File: src/rtl/uart_pkg.sv
`default_nettype none
// ============================================================================
//  Module      : uart_pkg
//  Description : Shared definitions for the UART receive path: the receiver
//                state encoding and the default bit period in clk cycles.
//  Revision    : 1.0 - initial release
// ============================================================================
package uart_pkg;

   // 100 MHz system clock, 115200 baud
   localparam int CLKS_PER_BIT_DEFAULT = 868;

   typedef enum logic [2:0] {
      IDLE  = 3'd0,
      START = 3'd1,
      DATA  = 3'd2,
      STOP  = 3'd3,
      BREAK = 3'd4
   } uart_rx_state_t;

endpackage : uart_pkg
`default_nettype wire

File: src/rtl/uart_bit_timer.sv
`default_nettype none
// ============================================================================
//  Module      : uart_bit_timer
//  Description : Free-running bit-period counter. Counts 0..limit, wraps to 0
//                after reaching limit, and restarts from 0 on a synchronous
//                clear.
//  Ports       : clk   - system clock
//                reset - synchronous active-high reset
//                clear - restart count from 0 on the next edge
//                limit - terminal count value
//                tc    - high while the count equals limit
//  Revision    : 1.0 - initial release
// ============================================================================
module uart_bit_timer #(
   parameter int WIDTH = 10
) (
   input  logic             clk,
   input  logic             reset,
   input  logic             clear,
   input  logic [WIDTH-1:0] limit,
   output logic             tc
);

   logic [WIDTH-1:0] r_count;
   logic             w_tc;

   assign w_tc = (r_count == limit);
   assign tc   = w_tc;

   always_ff @(posedge clk) begin
      if (reset || clear || w_tc) begin
         r_count <= '0;
      end else begin
         r_count <= r_count + 1'b1;
      end
   end

endmodule : uart_bit_timer
`default_nettype wire

File: src/rtl/uart_rx_byte.sv
`default_nettype none
// ============================================================================
//  Module      : uart_rx_byte
//  Description : 8N1 UART receiver. Synchronizes rx, finds the start bit
//                centre, samples each data bit at its centre and checks the
//                stop bit. A low stop bit raises frame_error and parks the
//                receiver until the line returns high.
//  Ports       : clk         - system clock (posedge)
//                reset       - synchronous active-high reset
//                rx          - asynchronous serial input, idles high
//                data_out    - last correctly framed byte
//                data_valid  - 1-cycle pulse, data_out was just updated
//                frame_error - 1-cycle pulse, stop bit sampled low
//                busy        - receiver is not idle
//  Revision    : 1.0 - initial release
// ============================================================================
module uart_rx_byte
   import uart_pkg::*;
#(
   parameter int CLKS_PER_BIT = CLKS_PER_BIT_DEFAULT,
   parameter int DATA_BITS    = 8
) (
   input  logic                 clk,
   input  logic                 reset,
   input  logic                 rx,
   output logic [DATA_BITS-1:0] data_out,
   output logic                 data_valid,
   output logic                 frame_error,
   output logic                 busy
);

   localparam int c_TW = $clog2(CLKS_PER_BIT);
   localparam int c_IW = (DATA_BITS > 1) ? $clog2(DATA_BITS) : 1;

   localparam logic [c_TW-1:0] c_FULL_M1  = c_TW'(CLKS_PER_BIT - 1);
   localparam logic [c_TW-1:0] c_HALF_M1  = c_TW'(CLKS_PER_BIT / 2 - 1);
   localparam logic [c_IW-1:0] c_LAST_IDX = c_IW'(DATA_BITS - 1);

   logic                 r_rx_meta;
   logic                 r_rx_sync;
   uart_rx_state_t       r_state;
   uart_rx_state_t       w_next;
   logic [c_IW-1:0]      r_bit_idx;
   logic [DATA_BITS-1:0] r_shift;
   logic [DATA_BITS-1:0] r_data_out;
   logic                 r_data_valid;
   logic                 r_frame_error;

   logic                 w_tc;
   logic                 w_clear;
   logic [c_TW-1:0]      w_limit;
   logic                 w_shift_en;
   logic                 w_accept;
   logic                 w_ferr;

   // Two-flop synchronizer; resets to the idle line level so a reset does
   // not look like a start edge.
   always_ff @(posedge clk) begin
      if (reset) begin
         r_rx_meta <= 1'b1;
         r_rx_sync <= 1'b1;
      end else begin
         r_rx_meta <= rx;
         r_rx_sync <= r_rx_meta;
      end
   end

   // START waits only half a bit so that every later terminal count falls
   // on a bit centre.
   assign w_limit = (r_state == START) ? c_HALF_M1 : c_FULL_M1;
   assign w_clear = (w_next != r_state);

   uart_bit_timer #(
      .WIDTH (c_TW)
   ) u_bit_timer (
      .clk   (clk),
      .reset (reset),
      .clear (w_clear),
      .limit (w_limit),
      .tc    (w_tc)
   );

   always_ff @(posedge clk) begin
      if (reset) begin
         r_state <= IDLE;
      end else begin
         r_state <= w_next;
      end
   end

   always_comb begin
      w_next     = r_state;
      w_shift_en = 1'b0;
      w_accept   = 1'b0;
      w_ferr     = 1'b0;
      case (r_state)
         IDLE: begin
            if (!r_rx_sync) begin
               w_next = START;
            end
         end
         START: begin
            if (w_tc) begin
               w_next = r_rx_sync ? IDLE : DATA;
            end
         end
         DATA: begin
            if (w_tc) begin
               w_shift_en = 1'b1;
               if (r_bit_idx == c_LAST_IDX) begin
                  w_next = STOP;
               end
            end
         end
         STOP: begin
            if (w_tc) begin
               w_accept = r_rx_sync;
               w_ferr   = !r_rx_sync;
               w_next   = r_rx_sync ? IDLE : BREAK;
            end
         end
         BREAK: begin
            if (r_rx_sync) begin
               w_next = IDLE;
            end
         end
         default: begin
            w_next = IDLE;
         end
      endcase
   end

   always_ff @(posedge clk) begin
      if (reset) begin
         r_bit_idx     <= '0;
         r_shift       <= '0;
         r_data_out    <= '0;
         r_data_valid  <= 1'b0;
         r_frame_error <= 1'b0;
      end else begin
         r_data_valid  <= w_accept;
         r_frame_error <= w_ferr;
         if (w_accept) begin
            r_data_out <= r_shift;
         end
         if (w_shift_en) begin
            r_shift[r_bit_idx] <= r_rx_sync;
            r_bit_idx          <= (r_bit_idx == c_LAST_IDX) ? '0 : r_bit_idx + 1'b1;
         end
      end
   end

   assign data_out    = r_data_out;
   assign data_valid  = r_data_valid;
   assign frame_error = r_frame_error;
   assign busy        = (r_state != IDLE);

endmodule : uart_rx_byte
`default_nettype wire
File: config.mk
export PLATFORM = sky130hd
export DESIGN_NAME = uart_rx_byte
export DESIGN_NICKNAME = d
export VERILOG_FILES = /design/src/rtl/uart_pkg.sv /design/src/rtl/uart_bit_timer.sv /design/src/rtl/uart_rx_byte.sv
export SDC_FILE = /design/constraint.sdc
export NUM_CORES = 1
export LEC_CHECK = 0
export CAP_MARGIN = 40
export CORE_ASPECT_RATIO = 1.5
export CORE_MARGIN = 1.5
export CORE_UTILIZATION = 55
export DETAILED_ROUTE_END_ITERATION = 7
export PLACE_DENSITY = 0.8
export SYNTH_ARGS = -nofsm -noshare
export SYNTH_HDL_FRONTEND = slang
export SYNTH_HIERARCHICAL = 1
export SYNTH_SLANG_ARGS = --single-unit
File: constraint.sdc
create_clock -name clk -period 6.4 [get_ports clk]
set_input_delay 0.64 -clock clk [delete_from_list [all_inputs] [get_ports clk]]
set_output_delay 0.64 -clock clk [all_outputs]
set_load 0.05 [all_outputs]
# Yosys cells after proc, flatten, opt, wreduce, memory -nomap -nowiden
# Index checks and enable logic that the tools add are counted.
[op_classes] n_addsub=2 reduce_logical=7 eq_ne=7 mux=18 n_bitwise=2 n_lt_le_gt_ge=2
[ops] op="two-way mux 3 bit" count=8
[ops] op="case mux 3 bit (5 select lines)" count=1
[ops] op="adder 10 x 1 -> 10 bit, second input constant" count=1
[ops] op="== test 10 bit" count=1
[ops] op="two-way mux 10 bit" count=1
[ops] op="bitwise mux 8 bit" count=1
[ops] op="== test 3 x 2 -> 1 bit, second input constant" count=2
[ops] op="== test 3 bit, second input constant" count=2
[ops] op="two-way mux 1 bit" count=5
[ops] op="less-than comparator 3 x 4 -> 1 bit, second input constant" count=1
[ops] op="adder 3 x 1 -> 3 bit, second input constant" count=1
[ops] op="demux 1 bit (select 3 bit)" count=1
[ops] op="== test 3 x 1 -> 1 bit, second input constant" count=1
[ops] op=">= comparator 3 x 1 -> 1 bit, second input constant" count=1
[ops] op="logical NOT 3 bit" count=1
[ops] op="inequality test 3 bit" count=1
[ops] op="nonzero test 3 bit" count=1
[ops] op="OR reduction 3 bit" count=1
[ops] op="logical OR 1 bit" count=2
[ops] op="two-way mux 2 bit" count=1
[ops] op="inverter 1 bit" count=2
[ops] op="logical AND 1 bit" count=1
[ops] op="logical NOT 1 bit" count=1
[word_totals] output_inout_bits=11 register_bits=36 input_bits=3

# Logic depth before layout (Yosys ltp)
[depth] ltp_word=8 depth_mapped=12 ltp_nobuf=9

# Modules after synthesis
# Netlist, hierarchy kept.
[modules_own_cells] module="uart_rx_byte" cells_each=118 n_inst=1 seq_area_each_um2=520.5 area_per_inst_um2=1166.1
[modules_own_cells] module="uart_bit_timer" cells_each=58 n_inst=1 seq_area_each_um2=200.2 area_per_inst_um2=536.8

# Worst setup path after synthesis
# OpenSTA, ideal clock, no wires.
[synth_path] path_kind="register to register" start="reg r_state[0]" end="reg r_shift[4]" path_stages_with_launch=11 setup_slack_ps=3850 setup_time_ps=72 arrival_ps=2479 path_cell_list="dfxtp_1 -> buf_2 -> or3b_2 -> xnor2_1 -> nand4_1 -> nor4_2 -> buf_2 -> nand4bb_1 -> buf_2 -> nor4b_4 -> mux2i_1"
[synth_via] elab_chain_cells=5
[synth_lines] element="from (decl)" line="uart_rx_byte.sv:41" source="uart_rx_state_t r_state;"
[synth_lines] element="from (signal assigned)" line="uart_rx_byte.sv:87" source="r_state <= w_next;"
[synth_lines] element="== test 3 x 1 -> 1 bit" line="uart_rx_byte.sv:70" source="assign w_limit = (r_state == START) ? c_HALF_M1 : c_FULL_M1;"
[synth_lines] element="two-way mux 10 bit" line="uart_rx_byte.sv:70"
[synth_lines] element="named net w_limit[1]" line="uart_rx_byte.sv:51" source="logic [c_TW-1:0] w_limit;"
[synth_lines] element="== test 10 bit" line="uart_bit_timer.sv:27" source="assign w_tc = (r_count == limit);"
[synth_lines] element="named net w_tc" line="uart_rx_byte.sv:49" source="logic w_tc;"
[synth_lines] element="two-way mux 1 bit" line="uart_rx_byte.sv:108" source="if (w_tc) begin"
[synth_lines] element="two-way mux 1 bit" line="uart_rx_byte.sv:96" source="case (r_state)"
[synth_lines] element="to (signal, indexed assignment)" line="uart_rx_byte.sv:147" source="r_shift[r_bit_idx] <= r_rx_sync;"
[synth_lines] element="to (decl)" line="uart_rx_byte.sv:44" source="logic [DATA_BITS-1:0] r_shift;"
# The timed path passes the listed nets, and every way through them passes these cells.
# A chain may end at the register's enable or synchronous reset.

# Worst setup path in the final report
# Same ends and word-level chain as after synthesis.

==> reports/metrics.cfg <==
[finish]
nNetsFinal=193
num_antenna_cells=0
area_delta_synth_final_pct=14.92
final_layout_size_suffix_gt1_frac=0.1117

[yosys]
synth-edff-count=0
async_flop_share=0
syn_avg_cell_area_um2=9.675
yosysWarnings=6
netlist_area_mm2=0.001703
yosysSeqAreaShare=0.4232
ys_types=38
ys.flop_type=dfxtp_1
ys_ff_latch=36
synthCells=176

[clocking]
cts.clk_slew.worst_paths_ps=70
cts_root_buf=clkbuf_8
clk_latency_ps=290
cts_buffers=5
post_cts_buffers=0
cts_sinks=36
cts_tree=built
cts_hold_buf=0
ctsResizeCount=0
htreeDepth=2
clock_path_buffers=2

[setup_path]
crit_type=reg2reg
r2r_setup_slack_ps=3590
reg2reg_depth=9
crit_buf_inv=2
cp_slowest_cell=or3b_2
r2r-start=r_state[0]
reg2reg_to=r_shift[4]
cpLargestDelayFamily=simple AND/OR/NAND/NOR gates
path_cells=or3b_2 > inv_1 > xnor2_1 > nand4_1 > nor4_2 > buf_4 > nand4bb_1 > nor4b_4 > mux2i_1
critical_path_required_ps=6620
cp_data_arrival_time_ps=3030
end_kind=register
slowest_delay_ps=550
crit_cells=9
start_kind=register
cp_max_fo=17

[placed_design]
dpl.hpwl_mm=2.256
gp_congestion=0.8196
port_buffers=13

[pwr]
p_leak_nw=0.7121
peakVddDrop_uv=180.0
p_per_area_mw_per_mm2=229.5
power_mw=0.4490

[hold_path]
hold_class=reg2reg
holdPathStages=1
hold_start=r_rx_meta
hold_end=r_rx_sync

[grt]
overflow=0
grtUsageTotal=0.2007
grt_max_degree=29
grt_pass1_wl_mm=5.326
top_usage_layer=met2
grt_pass1_vias=1189
grt_antenna_before_repair=0
grt_util_met3=0.05696
grt_util_met1=0.2043
gr-usage-met2=0.3827

[sta]
period_share=0.4395
maxClockFrequency_mhz=355.5
finalSetupViolCount=0
skew_ps=5.052
tightest_slew_ps=796.1
rsz0062_at_grt=false
min_period_ps=2813
fin_tns_setup_ps=0
final_max_slew_viol_count=0
finalHoldViolations=0
relSlewSlack=0.4676

[floorplanning]
boundaryPins=14
start_util=0.5787
row_count=24
die_h_um=71.15
core_area_mm2=0.002943
die_x_um=48.43
fp.dieArea_mm2=0.003446

[run_status]
outcome=completed

[drt]
routed_via_density=5.427
routed_wl_mm=3.204
vias=1232
first_pass_iters=4
routedWlPerCell_um=14.11
drc=0
drt_iter0_drc=27
ant_nets=0

[job]
max_cap_viol_count=0

==> state kept, by name, indices dropped and copies added, names as in the netlist <==
register and count:
u_bit_timer/r_count 10, data_out 8, r_shift 8, r_bit_idx 3
r_state 3, data_valid 1, frame_error 1, r_rx_meta 1
r_rx_sync 1
==> logic make-up (layout without fill, tap and decap cells) <==
group           Yosys count  after routing  share of synthesized area
fa+ha+maj                 3              3                    0.02204
compound gates            9              9                    0.03747
xor+xnor                 17             17                    0.08743
simple gates             77             77                     0.2888
buf+inv                  15             24                    0.03674
mux                      17             17                    0.09992
other cells               2              5                   0.004410
flops                    36             36                     0.4232
==> synthesized netlist by cell type (2+ instances only) <==
master     number  area (um^2)
nand4b_1        2        17.52
a2111oi_0       2        17.52
buf_2           5        25.02
or2_2           3        18.77
nor3b_1         2        15.01
or3_1           3        18.77
ha_1            3        37.54
nand2_1         8        30.03
nand2b_1       17        106.4
nor2_1          5        18.77
nor3_1         14        70.07
conb_1          2        7.510
nand4_1         3        18.77
xnor2_1        13        113.9
xor2_1          4        35.03
mux2i_1        17        170.2
a21oi_1         4        20.02
inv_1           2        7.510
nand2_2         2        12.51
buf_1           2        7.510
clkbuf_1        6        22.52
dfxtp_1        36        720.7
nand3_1         5        25.02
nor4_1          2        12.51
==> per-stage QoR <==
stage | setup WS, ps | instances | util | area [um^2] | hold slack (ps)
after floorplan | 3850 | 179 | - | 1714 | 389.5
after global placement | 3715 | 219 | 0.6271 | 1846 | 394.0
after detailed placement | 3603 | 219 | 0.6271 | 1846 | 403.0
after CTS | 3589 | 227 | 0.6650 | 1957 | 422.3
after global routing | 3422 | 227 | 0.6650 | 1957 | 441.2
final | 3587 | 227 | 0.6650 | 1957 | 421.1
==> where the power goes <==
group | internal, mW | switching, mW
sequential | 0.226 | 0.00347
clock | 0.115 | 0.0823
combinational | 0.0101 | 0.0116
total | 0.352 | 0.0973
==> cell type report <==
cell class,instances,area [um^2]
Fill cell,264,985.9
Tap cell,39,48.80
Inverter,2,7.507
Clock buffer,5,68.82
Sequential cell,36,720.7
Clock inverter,3,42.54
Timing Repair Buffer,14,137.6
Multi-Input combinational cell,128,930.9
==> how the worst max path moves through the flow <==
stage / startpoint / slack [ps] / end
after CTS: r_state[0] / 3590 / r_shift[4]
after global routing: r_state[0] / 3420 / r_shift[4]
after global placement: r_state[0] / 3720 / r_shift[4]
after detailed placement: r_state[0] / 3600 / r_shift[4]
final: r_state[0] / 3590 / r_shift[4]
after floorplan: r_state[0] / 3850 / r_shift[4]
==> metal layers <==
metal | share of wire | vias up
met2 | 0.56 | 16
met3 | 0.025 | 4
met5 | 0 | -
li1 | - | 628
met4 | 0.014 | 0
met1 | 0.40 | 584
==> cell usage in the layout (no fill, tap or decap), types with 2 or more instances in the layout <==
| master | netlist | layout |
|---|---|---|
| nand2b_1 | 17 | 17 |
| dfxtp_1 | 36 | 36 |
| nand2_1 | 8 | 8 |
| xor2_1 | 4 | 4 |
| or3_1 | 3 | 3 |
| a21oi_1 | 4 | 4 |
| nand4b_1 | 2 | 2 |
| nand4_1 | 3 | 3 |
| mux2i_1 | 17 | 17 |
| nor4_1 | 2 | 2 |
| nor2_1 | 5 | 5 |
| conb_1 | 2 | 5 |
| clkdlybuf4s50_1 | 0 | 13 |
| xnor2_1 | 13 | 13 |
| or2_2 | 3 | 3 |
| a2111oi_0 | 2 | 2 |
| ha_1 | 3 | 3 |
| inv_1 | 2 | 2 |
| clkbuf_8 | 0 | 5 |
| nand3_1 | 5 | 5 |
| nand2_2 | 2 | 2 |
| nor3_1 | 14 | 14 |
| nor3b_1 | 2 | 2 |
No activity file was read; power rests on OpenSTA's default activity.
